File: config.mk
export PLATFORM = sky130hd
export DESIGN_NAME = rv32_multicycle_core
export DESIGN_NICKNAME = d
export VERILOG_FILES = /design/src/rtl/rv32_multicycle_core.sv
export SDC_FILE = /design/constraint.sdc
export NUM_CORES = 2
export LEC_CHECK = 0
export ABC_AREA = 0
export CAP_MARGIN = 30
export CORE_UTILIZATION = 30
export CTS_CLUSTER_DIAMETER = 200
export DETAILED_ROUTE_END_ITERATION = 7
export HOLD_SLACK_MARGIN = 0.05
export PLACE_DENSITY = 0.48
export SYNTH_ARGS = -nofsm -noshare
export SYNTH_HDL_FRONTEND = slang
export SYNTH_SLANG_ARGS = --single-unit
File: constraint.sdc
create_clock -name clk -period 7.2 [get_ports clk]
set_input_delay 1.44 -clock clk [delete_from_list [all_inputs] [get_ports clk]]
set_output_delay 1.44 -clock clk [all_outputs]
set_load 0.01 [all_outputs]
File: src/rtl/rv32_multicycle_core.sv
// Multi-cycle RV32I/E core: FETCH/DECODE/EXEC/MEM/WB over req/ack memories.
// Define ILLEGAL_TRAP_EN to halt in TRAP on bad encodings or register indices.
module rv32_multicycle_core #(
  parameter logic [31:0] RESET_PC = 32'h0000_0000,
  parameter int          NUM_REGS = 32,
  parameter int          ADDR_W   = 32
) (
  input  logic              clk,
  input  logic              rst,
  output logic              imem_req,
  output logic [ADDR_W-1:0] imem_addr,
  input  logic              imem_ack,
  input  logic [31:0]       imem_rdata,
  output logic              dmem_req,
  output logic              dmem_we,
  output logic [ADDR_W-1:0] dmem_addr,
  output logic [31:0]       dmem_wdata,
  input  logic              dmem_ack,
  input  logic [31:0]       dmem_rdata,
  output logic [31:0]       pc_o,
  output logic              retire,
  output logic              halted
);

  localparam int       RW = $clog2(NUM_REGS);
  localparam logic [5:0] NR = 6'(NUM_REGS);

  typedef enum logic [2:0] {
    FETCH, DECODE, EXEC, MEM, WB
`ifdef ILLEGAL_TRAP_EN
    , TRAP
`endif
  } state_t;

  typedef enum logic [2:0] {
    A_ADD, A_SUB, A_AND, A_OR, A_XOR, A_SLT, A_SLTU
  } alu_t;

  state_t      state, state_n;
  logic [31:0] pc, ir, a, b, imm, res, npc;
  logic [31:0] rf [NUM_REGS];

  logic [6:0] opc, f7;
  logic [4:0] rd, rs1, rs2;
  logic [2:0] f3;
  assign opc = ir[6:0];
  assign rd  = ir[11:7];
  assign f3  = ir[14:12];
  assign rs1 = ir[19:15];
  assign rs2 = ir[24:20];
  assign f7  = ir[31:25];

  function automatic logic in_rng(input logic [4:0] i);
    return {1'b0, i} < NR;
  endfunction

  function automatic logic [31:0] rd_rf(input logic [4:0] i);
    return (i != 5'd0 && in_rng(i)) ? rf[i[RW-1:0]] : 32'd0;
  endfunction

  logic legal, simm;
  logic d_wr, d_ld, d_st, d_br, d_jal, d_jalr, d_lui;
  logic wr, ld, st, br, jal, jalr, lui;
  alu_t alu_op;

  always_comb begin
    legal  = 1'b0;
    simm   = 1'b0;
    d_wr   = 1'b0;
    d_ld   = 1'b0;
    d_st   = 1'b0;
    d_br   = 1'b0;
    d_jal  = 1'b0;
    d_jalr = 1'b0;
    d_lui  = 1'b0;
    alu_op = A_ADD;
    unique case (opc)
      7'b0110011: begin
        d_wr  = 1'b1;
        legal = 1'b1;
        unique case ({f7, f3})
          10'b0000000_000: alu_op = A_ADD;
          10'b0100000_000: alu_op = A_SUB;
          10'b0000000_111: alu_op = A_AND;
          10'b0000000_110: alu_op = A_OR;
          10'b0000000_100: alu_op = A_XOR;
          10'b0000000_010: alu_op = A_SLT;
          10'b0000000_011: alu_op = A_SLTU;
          default:         legal  = 1'b0;
        endcase
      end
      7'b0010011: begin
        d_wr  = 1'b1;
        simm  = 1'b1;
        legal = 1'b1;
        unique case (f3)
          3'b000:  alu_op = A_ADD;
          3'b111:  alu_op = A_AND;
          3'b110:  alu_op = A_OR;
          3'b100:  alu_op = A_XOR;
          3'b010:  alu_op = A_SLT;
          default: legal  = 1'b0;
        endcase
      end
      7'b0000011: begin
        d_wr  = 1'b1;
        d_ld  = 1'b1;
        legal = (f3 == 3'b010);
      end
      7'b0100011: begin
        d_st  = 1'b1;
        legal = (f3 == 3'b010);
      end
      7'b0110111: begin
        d_wr  = 1'b1;
        d_lui = 1'b1;
        legal = 1'b1;
      end
      7'b1101111: begin
        d_wr  = 1'b1;
        d_jal = 1'b1;
        legal = 1'b1;
      end
      7'b1100111: begin
        d_wr   = 1'b1;
        d_jalr = 1'b1;
        legal  = (f3 == 3'b000);
      end
      7'b1100011: begin
        d_br  = 1'b1;
        legal = (f3 == 3'b000) || (f3 == 3'b001) ||
                (f3 == 3'b100) || (f3 == 3'b101);
      end
      default: ;
    endcase
  end

  // Unsupported encodings collapse to a NOP: every side effect is gated.
  assign wr   = d_wr   & legal;
  assign ld   = d_ld   & legal;
  assign st   = d_st   & legal;
  assign br   = d_br   & legal;
  assign jal  = d_jal  & legal;
  assign jalr = d_jalr & legal;
  assign lui  = d_lui  & legal;

`ifdef ILLEGAL_TRAP_EN
  logic use1, use2, bad;
  assign use1 = legal && !(lui || jal);
  assign use2 = legal && (opc == 7'b0110011 || st || br);
  assign bad  = !legal || (use1 && !in_rng(rs1)) ||
                (use2 && !in_rng(rs2)) || (wr && !in_rng(rd));
`endif

  logic [31:0] imm_n, opb, alu, agu, pc4, tgt, res_n, npc_n;
  logic        cond, taken;

  always_comb begin
    unique case (1'b1)
      st:      imm_n = {{20{ir[31]}}, ir[31:25], ir[11:7]};
      br:      imm_n = {{19{ir[31]}}, ir[31], ir[7], ir[30:25], ir[11:8], 1'b0};
      lui:     imm_n = {ir[31:12], 12'd0};
      jal:     imm_n = {{11{ir[31]}}, ir[31], ir[19:12], ir[20], ir[30:21], 1'b0};
      default: imm_n = {{20{ir[31]}}, ir[31:20]};
    endcase
  end

  always_comb begin
    opb = simm ? imm : b;
    unique case (alu_op)
      A_SUB:   alu = a - opb;
      A_AND:   alu = a & opb;
      A_OR:    alu = a | opb;
      A_XOR:   alu = a ^ opb;
      A_SLT:   alu = {31'd0, $signed(a) < $signed(opb)};
      A_SLTU:  alu = {31'd0, a < opb};
      default: alu = a + opb;
    endcase
    unique case (f3)
      3'b000:  cond = (a == b);
      3'b001:  cond = (a != b);
      3'b100:  cond = $signed(a) < $signed(b);
      3'b101:  cond = !($signed(a) < $signed(b));
      default: cond = 1'b0;
    endcase
    agu   = a + imm;
    pc4   = pc + 32'd4;
    tgt   = jalr ? agu : pc + imm;
    tgt   = {tgt[31:2], 2'b00};
    taken = jal || jalr || (br && cond);
    npc_n = taken ? tgt : pc4;
    unique case (1'b1)
      lui:         res_n = imm;
      jal || jalr: res_n = pc4;
      ld || st:    res_n = agu;
      default:     res_n = alu;
    endcase
  end

  always_comb begin
    state_n = state;
    unique case (state)
      FETCH:  if (imem_ack) state_n = DECODE;
`ifdef ILLEGAL_TRAP_EN
      DECODE: state_n = bad ? TRAP : EXEC;
      TRAP:   state_n = TRAP;
`else
      DECODE: state_n = EXEC;
`endif
      EXEC:   state_n = (ld || st) ? MEM : WB;
      MEM:    if (dmem_ack) state_n = WB;
      WB:     state_n = FETCH;
      default: state_n = FETCH;
    endcase
  end

  always_ff @(posedge clk) begin
    if (rst) state <= FETCH;
    else     state <= state_n;
  end

  always_ff @(posedge clk) begin
    if (rst) begin
      pc  <= RESET_PC;
      ir  <= '0;
      a   <= '0;
      b   <= '0;
      imm <= '0;
      res <= '0;
      npc <= '0;
      for (int i = 0; i < NUM_REGS; i++) rf[i] <= '0;
    end else begin
      unique case (state)
        FETCH:  if (imem_ack) ir <= imem_rdata;
        DECODE: begin
          a   <= rd_rf(rs1);
          b   <= rd_rf(rs2);
          imm <= imm_n;
        end
        EXEC: begin
          res <= res_n;
          npc <= npc_n;
        end
        MEM: if (dmem_ack && ld) res <= dmem_rdata;
        WB: begin
          if (wr && rd != 5'd0 && in_rng(rd)) rf[rd[RW-1:0]] <= res;
          pc <= npc;
        end
        default: ;
      endcase
    end
  end

  logic mreq;
  assign mreq       = !rst && state == MEM;
  assign imem_req   = !rst && state == FETCH;
  assign imem_addr  = {pc[ADDR_W-1:2], 2'b00};
  assign dmem_req   = mreq;
  assign dmem_we    = mreq && st;
  assign dmem_addr  = mreq ? {res[ADDR_W-1:2], 2'b00} : '0;
  assign dmem_wdata = mreq ? b : '0;
  assign pc_o       = pc;
  assign retire     = !rst && state == WB;
`ifdef ILLEGAL_TRAP_EN
  assign halted     = !rst && state == TRAP;
`else
  assign halted     = 1'b0;
`endif

endmodule

==> impl_results.md <==
* TritonCTS clock tree: done
* Worst Slack Setup Final at 876 ps
* Violation count after the first detailed-route iteration at 5932
* Clk_lat worst skew at 820 ps
* Leakage power at 29.7 nW
* Crit path max-delay family: simple AND/OR/NAND/NOR gates
* CTS H-Tree Depth at 4
* Die Y at 500 µm
* First-pass GRT wire length at 417000 µm
* CTS root buffer: clkbuf_16
* Final Setup Violations at 0
* DRT Pass-1 Iters at 6
* Setup TNS at 0 ps
* Maximum vdd drop at 0.245 mV
* Commonest non-fill, non-tap cell in the layout: and2_1
* Sw power at 0.00566 W
* # hold bufs at CTS at 0
* CP endpoint kind: primary output
* Mapped Area at 74300 µm²
* Least-Margin Pin Slew at 1120 ps
* Internal power at 0.0139 W
* CP Max Fanout at 27
* Clock Power Share at 39.8%
* Pwr dens at 230 nW/µm²
* Cell count after synthesis at 5995
* Layout area overhead at 14.7%
* Total gr overflow at 0
* Port Buffers at 195
* Worst EP arrival at 4880 ps
* Largest net degree at the start of global routing at 83
* Status: finished clean
* Max Clock Skew at 41.1 ps
* Longest Clk Path Bufs at 3
* Clock transition at the registers of the reported paths at 60 ps
* Placement row count at 182
* Cell chain of the critical path: inv_1 -> nor3_4 -> buf_4 -> or2_0 -> a21oi_1 -> or3_1 -> nor4_1 -> clkdlybuf4s50_1
* Vias in the first global route at 52200
* Final net count at 6277
* DRT antenna net count at 0
* EDFF count, synth at 1024
* Starting Density at 30.2%
* Combinational power share at 17.0%
* Min-delay worst type: register to register
* Final Critical Period at 6320 ps
* Switching Share at 28.9%
* Final Cycle Share at 87.8%
* CP peak stage delay at 810 ps
* Gr usage total at 23.5%
* I/O pin cnt at 201
* Pre-CTS setup slack at 1550 ps
* Initial antenna violation count at 25
* Final hold viol count at 0
* Seq cells post-synth at 1261
* Worst slew margin at 24.4%
* Hpwl dp at 196000 µm
* Synth warnings at 0
* Post-synth ARST share at 0%
* Final Max Slew Viols at 0
* Sequential element share of the synthesized area at 47.7%
* Via-per-instance ratio at 5.58
* Placed insts at 9171
* Crit start category: register
* Die area at 250000 µm²
* RePlAce Congestion at 0.926
* Slowest CP cell: dfxtp_1
* Fillers at 23900
* DRC Markers at 0
* Wirelength, routed at 298000 µm
* Fraction of layout cells with a size suffix above 1 at 19.1%
* Post-CTS Resized at 0
* Post-Syn Area per Cell at 12.4 µm²
* DR WL/cell at 31.5 µm
* Placeable Area at 246000 µm²
* Most frequent cells in the layout: and2_1 (1040), edfxtp_1 (1024), mux4_2 (640)
* RSZ-0062 raised after global routing: no
* Critical path type: register to primary output
* CTS Sinks at 1261
* TritonCTS buffer count at 154
* Synth cell types at 95
* Worst Path Required at 5760 ps
* Post-CTS setup buffer count at 0
* Max Cap Viol at 0
* Final std cells w/o fill at 9466
* Via count at 52800
* Sequential power share at 43.2%
* Die extent in x at 500 µm
* Buf+Inv Stages, Crit Path at 3
* Fmax achieved at 158 MHz
* Ys flop type: edfxtp_1
## metrics by stage
stage	total power, W	cell area, µm²	util [%]	hold WS [ps]
after detailed placement	0.0119	80300	32.6	442
after global routing	0.0202	85200	34.6	469
final	0.0196	85300	34.6	449
after CTS	0.0197	85200	34.6	442
after global placement	0.0119	80100	32.5	437
after floorplan	0.0106	74500	-	425
## synthesized netlist by cell type, types with 19 or more instances
cell type  number  share of area, %
a211oi_1       51              0.51
a21o_1         86              0.87
a21oi_1       349               2.3
a221o_1        20              0.27
a221oi_1       28              0.33
a31oi_1        31              0.26
and2_1       1042               8.8
and3_1         29              0.24
buf_1          76              0.38
buf_2          26              0.18
buf_4          35              0.35
clkbuf_1      386               1.9
clkbuf_2       40              0.27
dfxtp_1       237               6.4
edfxtp_1     1024                41
ha_1          191               3.2
inv_1         147              0.74
mux2i_1        72              0.97
mux4_2        640                19
nand2_1       311               1.6
nand3_1        57              0.38
nand4_1        22              0.19
nor2_1        354               1.8
nor3_1         96              0.65
o211ai_1       27              0.27
o21ai_0       118              0.79
o21bai_1       25              0.25
o221ai_1       26              0.31
o31ai_1        19              0.19
or2_2          39              0.33
xnor2_1        74              0.87
xor2_1         35              0.41
## cells by family (layout without fill, tap and decap cells)
group                    Yosys count  after routing  share of synthesized area, %
AO/OA/AOI/OAI                    937            937                          8.26
XOR/XNOR                         109            109                          1.28
adder cells (fa/ha/maj)          194            194                          3.30
buffers and inverters            710            820                          3.87
flip-flops                      1261           1261                          47.7
multiplexers                     714            714                          20.4
other                              1             50                       0.00504
AND/OR/NAND/NOR                 2069           2069                          15.2
## worst paths after layout
path | cells after the start | startpoint | to | slack, ps
max | 8 | ir[13] | dmem_we | 880
max reg2reg | 15 | ir[3] | res[28] | 1430
min reg2reg | 2 | npc[31] | pc_o[31] | 450
min | 2 | npc[31] | pc_o[31] | 450
## state kept, by name (all words and copies together), names as in the netlist, named ones only
name,count
a,32
imm,32
res,32
pc_o,32
state,3
b,32
ir,32
npc,32
rf,1024
## worst min-delay path: cells and delay by family (launching register included)
kind	cells	cell delay, ps
AO/OA/AOI/OAI	1	50
flip-flops	1	310
AND/OR/NAND/NOR	1	60
## final cells by class
| cell class | instances | area (µm²) | share of cell area, % |
|---|---|---|---|
| Tap cell | 3312 | 4140 | 4.86 |
| Antenna cell | 13 | 32.5 | 0.0382 |
| Inverter | 147 | 552 | 0.647 |
| Clock inverter | 79 | 808 | 0.948 |
| Timing Repair Buffer | 391 | 3680 | 4.31 |
| Multi-Input combinational cell | 4060 | 36400 | 42.7 |
| Clock buffer | 203 | 4150 | 4.87 |
| Sequential cell | 1261 | 35500 | 41.7 |
## metal layers
metal | global-route usage [%] | share of wire (%) | wire, µm
met1 | 31.6 | 42 | 125000
met4 | 7.98 | 3.6 | 10600
met3 | 4.11 | 7.4 | 22100
met5 | 0 | 0.0044 | 13
met2 | 38.2 | 47 | 140000
## power groups by stage
stage               Clock (W)  Sequential [W]  Combinational (W)
finish                0.00780         0.00847            0.00333
detailed placement          0         0.00862            0.00330
CTS                   0.00792         0.00847            0.00331
global placement            0         0.00861            0.00329
global route          0.00819         0.00850            0.00352
floorplan                   0         0.00841            0.00215
Note: power is estimated with default switching activity, not from simulation.
